==> src/rtl/color_pkg.sv <==
// Shared types and constants for the obstacle-row colour generator.
package color_pkg;

  typedef logic [2:0] color_t;

  localparam color_t NONE   = 3'd0;
  localparam color_t PURPLE = 3'd1;
  localparam color_t ORANGE = 3'd2;
  localparam color_t YELLOW = 3'd3;
  localparam color_t BLUE   = 3'd4;
  localparam color_t RED    = 3'd5;
  localparam color_t GREEN  = 3'd6;

  typedef logic [1:0] state_t;

  localparam state_t IDLE = 2'd0;
  localparam state_t GEN  = 2'd1;
  localparam state_t DONE = 2'd2;

  // Maximal-length Fibonacci tap masks; bit k-1 set for tap k.
  function automatic logic [31:0] lfsr_taps(input int unsigned width);
    case (width)
      8:       return 32'h0000_00B8;
      16:      return 32'h0000_B400;
      32:      return 32'h8020_0003;
      default: return 32'h0000_0000;
    endcase
  endfunction

endpackage

==> src/rtl/color_row_generator_if.sv <==
// Request/row handshake and seed-load bundle between game controller and generator.
interface color_row_generator_if #(
  parameter int unsigned LANES  = 5,
  parameter int unsigned LFSR_W = 16
) ();

  logic                req;
  logic                busy;
  logic                row_valid;
  logic                row_ack;
  logic [LANES*3-1:0]  row_colors;
  logic                seed_wr;
  logic [LFSR_W-1:0]   seed_data;

  modport master (
    output req, row_ack, seed_wr, seed_data,
    input  busy, row_valid, row_colors
  );

  modport slave (
    input  req, row_ack, seed_wr, seed_data,
    output busy, row_valid, row_colors
  );

endinterface

==> src/rtl/lfsr_core.sv <==
// Free-running Fibonacci left-shift LFSR with seed load; a zero seed is replaced by
// SEED so the register can never lock up in the all-zero state.
module lfsr_core
  import color_pkg::*;
#(
  parameter int unsigned LFSR_W = 16,
  parameter logic [31:0] SEED   = 32'hACE1
) (
  input  logic              clk,
  input  logic              rst,
  input  logic              seed_wr_i,
  input  logic [LFSR_W-1:0] seed_data_i,
  output logic [2:0]        draw_o
);

  localparam logic [LFSR_W-1:0] Taps  = LFSR_W'(lfsr_taps(LFSR_W));
  localparam logic [LFSR_W-1:0] SeedW = SEED[LFSR_W-1:0];

  logic [LFSR_W-1:0] state_q, state_d;

  always_comb begin
    state_d = {state_q[LFSR_W-2:0], ^(state_q & Taps)};
    if (seed_wr_i) begin
      state_d = (seed_data_i == '0) ? SeedW : seed_data_i;
    end
  end

  always_ff @(posedge clk) begin
    if (rst) begin
      state_q <= SeedW;
    end else begin
      state_q <= state_d;
    end
  end

  assign draw_o = state_q[2:0];

endmodule

==> src/rtl/color_row_generator.sv <==
// Builds a row of LANES colour codes from LFSR draws by rejection sampling with a retry bound.
// Define NO_ADJACENT_REPEAT_EN to force neighbouring lanes to differ.
module color_row_generator
  import color_pkg::*;
#(
  parameter int unsigned LANES      = 5,
  parameter int unsigned NUM_COLORS = 6,
  parameter int unsigned LFSR_W     = 16,
  parameter logic [31:0] SEED       = 32'hACE1,
  parameter int unsigned MAX_RETRY  = 7
) (
  input logic                  clk,
  input logic                  rst,
  color_row_generator_if.slave bus
);

  localparam int unsigned       LaneW     = $clog2(LANES + 1);
  localparam int unsigned       RetryW    = (MAX_RETRY > 0) ? $clog2(MAX_RETRY + 1) : 1;
  localparam color_t            NumColors = color_t'(NUM_COLORS);
  localparam logic [LaneW-1:0]  LastLane  = LaneW'(LANES - 1);
  localparam logic [RetryW-1:0] RetryMax  = RetryW'(MAX_RETRY);

  state_t             state_q, state_d;
  logic [LaneW-1:0]   lane_q, lane_d;
  logic [RetryW-1:0]  retry_q, retry_d;
  color_t [LANES-1:0] shadow_q, shadow_d;
  logic [LANES*3-1:0] row_colors_q, row_colors_d;
  color_t             cand, pick;
  logic               cand_ok, accept;

  lfsr_core #(
    .LFSR_W (LFSR_W),
    .SEED   (SEED)
  ) u_lfsr (
    .clk         (clk),
    .rst         (rst),
    .seed_wr_i   (bus.seed_wr),
    .seed_data_i (bus.seed_data),
    .draw_o      (cand)
  );

  function automatic color_t forced_color(input color_t c);
    return (c % NumColors) + 3'd1;
  endfunction

`ifdef NO_ADJACENT_REPEAT_EN
  color_t prev;

  always_comb begin
    prev = NONE;
    for (int unsigned i = 0; i + 1 < LANES; i++) begin
      if (lane_q == LaneW'(i + 1)) prev = shadow_q[i];
    end
  end
`endif

  always_comb begin
    state_d      = state_q;
    lane_d       = lane_q;
    retry_d      = retry_q;
    shadow_d     = shadow_q;
    row_colors_d = row_colors_q;
    accept       = 1'b0;
    pick         = cand;
    cand_ok      = (cand != NONE) && (cand <= NumColors);
`ifdef NO_ADJACENT_REPEAT_EN
    if ((lane_q != '0) && (cand == prev)) cand_ok = 1'b0;
`endif

    case (state_q)
      IDLE: begin
        if (bus.req) begin
          state_d = GEN;
          lane_d  = '0;
          retry_d = '0;
        end
      end
      GEN: begin
        if (cand_ok) begin
          accept = 1'b1;
        end else if (retry_q == RetryMax) begin
          accept = 1'b1;
          pick   = forced_color(cand);
`ifdef NO_ADJACENT_REPEAT_EN
          if ((lane_q != '0) && (pick == prev)) begin
            pick = (pick == NumColors) ? PURPLE : pick + 3'd1;
          end
`endif
        end else begin
          retry_d = retry_q + RetryW'(1);
        end

        if (accept) begin
          for (int unsigned i = 0; i < LANES; i++) begin
            if (lane_q == LaneW'(i)) shadow_d[i] = pick;
          end
          lane_d  = lane_q + LaneW'(1);
          retry_d = '0;
          // Publish the whole row at once, final lane included, so no partial row is visible.
          if (lane_q == LastLane) begin
            state_d      = DONE;
            row_colors_d = shadow_d;
          end
        end
      end
      DONE: begin
        if (bus.row_ack) begin
          state_d = bus.req ? GEN : IDLE;
          lane_d  = '0;
          retry_d = '0;
        end
      end
      default: state_d = IDLE;
    endcase
  end

  always_ff @(posedge clk) begin
    if (rst) begin
      state_q      <= IDLE;
      lane_q       <= '0;
      retry_q      <= '0;
      shadow_q     <= '0;
      row_colors_q <= '0;
    end else begin
      state_q      <= state_d;
      lane_q       <= lane_d;
      retry_q      <= retry_d;
      shadow_q     <= shadow_d;
      row_colors_q <= row_colors_d;
    end
  end

  assign bus.busy       = (state_q == GEN);
  assign bus.row_valid  = (state_q == DONE);
  assign bus.row_colors = row_colors_q;

endmodule

==> src/flat_wrapper.sv <==
// flat-port wrapper written by rule: the top's interface ports become plain ports
module color_row_generator_flat import color_pkg::*;
#(
  parameter int unsigned LANES      = 5,
  parameter int unsigned NUM_COLORS = 6,
  parameter int unsigned LFSR_W     = 16,
  parameter logic [31:0] SEED       = 32'hACE1,
  parameter int unsigned MAX_RETRY  = 7
)
  (clk, rst, bus_req, bus_row_ack, bus_seed_wr, bus_seed_data, bus_busy, bus_row_valid, bus_row_colors);
  color_row_generator_if #(.LANES(LANES), .LFSR_W(LFSR_W)) bus_i ();
  input logic clk;
  input logic rst;
  input wire logic [$bits(bus_i.req)-1:0] bus_req;
  input wire logic [$bits(bus_i.row_ack)-1:0] bus_row_ack;
  input wire logic [$bits(bus_i.seed_wr)-1:0] bus_seed_wr;
  input wire logic [$bits(bus_i.seed_data)-1:0] bus_seed_data;
  output wire logic [$bits(bus_i.busy)-1:0] bus_busy;
  output wire logic [$bits(bus_i.row_valid)-1:0] bus_row_valid;
  output wire logic [$bits(bus_i.row_colors)-1:0] bus_row_colors;
  assign bus_i.req = bus_req;
  assign bus_i.row_ack = bus_row_ack;
  assign bus_i.seed_wr = bus_seed_wr;
  assign bus_i.seed_data = bus_seed_data;
  assign bus_busy = bus_i.busy;
  assign bus_row_valid = bus_i.row_valid;
  assign bus_row_colors = bus_i.row_colors;
  color_row_generator #(.LANES(LANES), .NUM_COLORS(NUM_COLORS), .LFSR_W(LFSR_W), .SEED(SEED), .MAX_RETRY(MAX_RETRY)) u_core (.clk(clk), .rst(rst), .bus(bus_i));
endmodule
==> config.mk <==
export PLATFORM = sky130hd
export DESIGN_NAME = color_row_generator_flat
export DESIGN_NICKNAME = d
export VERILOG_FILES = /design/src/rtl/color_pkg.sv /design/src/rtl/color_row_generator_if.sv /design/src/rtl/lfsr_core.sv /design/src/rtl/color_row_generator.sv /design/src/flat_wrapper.sv
export SDC_FILE = /design/constraint.sdc
export NUM_CORES = 1
export LEC_CHECK = 0
export CAP_MARGIN = 25
export CORE_ASPECT_RATIO = 0.8
export CORE_MARGIN = 3
export CORE_UTILIZATION = 52
export CTS_CLUSTER_DIAMETER = 150
export DETAILED_ROUTE_END_ITERATION = 10
export PLACE_DENSITY = 0.89
export SETUP_SLACK_MARGIN = 0.1
export SLEW_MARGIN = 20
export SYNTH_ARGS = -nofsm -noshare
export SYNTH_HDL_FRONTEND = slang
export SYNTH_SLANG_ARGS = --single-unit
==> constraint.sdc <==
create_clock -name clk -period 2.29 [get_ports clk]
set_input_delay 0.229 -clock clk [delete_from_list [all_inputs] [get_ports clk]]
set_output_delay 0.229 -clock clk [all_outputs]
set_load 0.01 [all_outputs]
==> flow_metrics.tcl <==
set metrics [dict create \
    clk_path_buf_depth 2 \
    hpwlAfterDp_um 3340 \
    placed_area_um2 2650 \
    timing.final.crit_share 0.876 \
    clk_latency_ns 0.30 \
    tns_ns 0 \
    row_count 20 \
    synth_fp_nets 262 \
    ys_seq_elements 51 \
    outcome "completed" \
    leakagePower_nw 1.10 \
    stdcell_area_um2 2740 \
    yosysTopAreaCellShare 0.456 \
    antenna_found_initial 0 \
    grt_max_degree 31 \
    syn_to_final_growth_pct 22.4 \
    root_buffer "clkbuf_8" \
    drv_slew 0 \
    r2r_slack_ns 0.28 \
    nNetsFinal 301 \
    max_freq_mhz 498 \
    cts_sinks 51 \
    grt_overflow 0 \
    arrival_ns 2.26 \
    crit_type "reg -> reg" \
    antenna_cells 0 \
    gp_congestion 0.823 \
    die_y_um 64.7 \
    yosysMostFrequentCell "dfxtp_1" \
    cts_made_buffers 5 \
    skew_ns 0.00967 \
    wirelength_um 4470 \
    drive_gt1_frac 0.0919 \
    die_w_um 79.4 \
    fin_crit_ns 2.01 \
    first_global_vias 1685 \
    rsz0062_at_grt "no" \
    h-tree-depth 2 \
    drtPass1Iterations 4 \
    yosys_warnings 0 \
    setup_viol 0 \
    min_path_type "reg -> reg" \
    numPortBuffers 37 \
    avgSynthCellArea_um2 9.62 \
    synth_edf_count 0 \
    worstMarginPinSlew_ns 0.579 \
    viasPerCell 5.44 \
    yosys.area.top_type "dfxtp_1" \
    grt_first_pass_wirelength_um 7800 \
    synthTopCellsByArea "dfxtp_1, mux2i_1, nand2_1, ha_1, nor2_1" \
    final_util 0.690 \
    core_um2 3980 \
    synthTopCellsByCount "dfxtp_1, nand2_1, nor2_1, mux2i_1, a21oi_1" \
    synthArstFlopShare 0 \
    syn-cell-area_um2 2240 \
    drv_cap 0 \
    synthFlopType "dfxtp_1" \
    total_power_mw 1.64 \
    peakVddDrop_mv 0.366 \
    die_area_um2 5140 \
    powerDensity_nw_per_um2 597 \
    vias 1779 \
    drcViolationCount 0 \
    post_drt_wl_per_cell_um 13.7 \
    relSlewSlack 0.613 \
    cts_hold_buf 0 \
    start_util 0.563 \
    synth_cell_types 43 \
    num_io_pins 38 \
    cts_tree "yes" \
    end_kind "flop" \
    required_ns 2.54 \
    ant_nets 0 \
    grt_usage 0.193 \
    yosysSeqAreaShare 0.456 \
    drtIter0Drc 120 \
    hold_viol 0 \
    path_clk_slew_ns 0.09 \
    cp_max_fo 9 \
    synth_cells 233 \
    worstSetupStartpointType "flop" \
]
## per-stage QoR
stage / instances / setup WS, ns / hold slack, ns
3_5_place_dp: 319 / 0.0865 / 0.440
4_1_cts: 326 / 0.172 / 0.461
2_1_floorplan: 233 / 0.236 / 0.353
3_3_place_gp: 319 / 0.171 / 0.432
6_report: 327 / 0.283 / 0.456
5_1_grt: 327 / 0.185 / 0.483
## final cells by class
type,count,area [um^2]
Fill cell,301,1230
Multi-Input combinational cell,162,1110
Sequential cell,51,1020
Timing Repair Buffer,45,430
Clock buffer,5,68.8
Tap cell,55,68.8
Inverter,7,26.3
Clock inverter,2,13.8
## repair_timing
action | in CTS | in global routing
setup endpoints to repair | 2 | 2
buffers inserted | 0 | 1
pin swaps | 0 | 2
resized for setup | 1 | 1
endpoints found under the hold margin | 0 | 0
## layout by cell type, fill, tap and decap left out, drive strengths merged, types with 3 or more instances in the layout
cell type      instances
a211oi                 6
a21oi                 14
a22o                   4
buf                    8
clkbuf                 5
clkdlybuf4s50         37
clkinv                 3
dfxtp                 51
ha                     8
inv                    6
mux2i                 22
nand2                 30
nand2b                 4
nand4                  3
nor2                  26
nor2b                  6
o22ai                  8
or4                    5
## report_power, final
group	internal, mW	leakage (nW)	switching [mW]
clock	0.209	0.0440	0.283
sequential	0.917	0.416	0.0249
combinational	0.102	0.644	0.102
## state kept, by name, summed over array words and instances, names as in the netlist
name                   cells
u_core.shadow_q           12
u_core.u_lfsr.state_q     16
u_core.retry_q             3
u_core.lane_q              3
u_core.state_q             2
u_core.bus.row_colors     15
## critical path: stages (launching register included)
cell and delay, ns:
dfxtp_1 0.33, ha_1 0.19, ha_1 0.25, or4_4 0.51
a211oi_4 0.33, o21bai_2 0.19, a22o_1 0.16
## cell families after synthesis
| kind of cell | count (synthesis) | synth area share |
|---|---|---|
| simple gates | 87 | 0.191 |
| flops | 51 | 0.456 |
| compound gates | 41 | 0.143 |
| mux | 23 | 0.103 |
| buf+inv | 20 | 0.0508 |
| fa+ha+maj | 8 | 0.0447 |
| xor+xnor | 3 | 0.0117 |
## final timing paths
kind / cells after the start / end / startpoint
setup reg to reg: 6 / u_core.lane_q[0] / u_core.retry_q[0]
hold reg to reg: 2 / u_core.bus.row_colors[2] / u_core.bus.row_colors[2]
hold / removal: 2 / u_core.bus.row_colors[2] / u_core.bus.row_colors[2]
setup / recovery: 6 / u_core.lane_q[0] / u_core.retry_q[0]
## layer usage
| layer | routed length, um | part of all wire | up-vias | track usage |
|---|---|---|---|---|
| li1 | - | - | 895 | - |
| met1 | 2160 | 0.48 | 846 | 0.252 |
| met2 | 2120 | 0.47 | 29 | 0.315 |
| met3 | 126 | 0.028 | 9 | 0.0431 |
| met4 | 66 | 0.015 | 0 | 0.0644 |
| met5 | 0 | 0 | - | 0 |
Note: power is estimated with default switching activity, not from simulation.
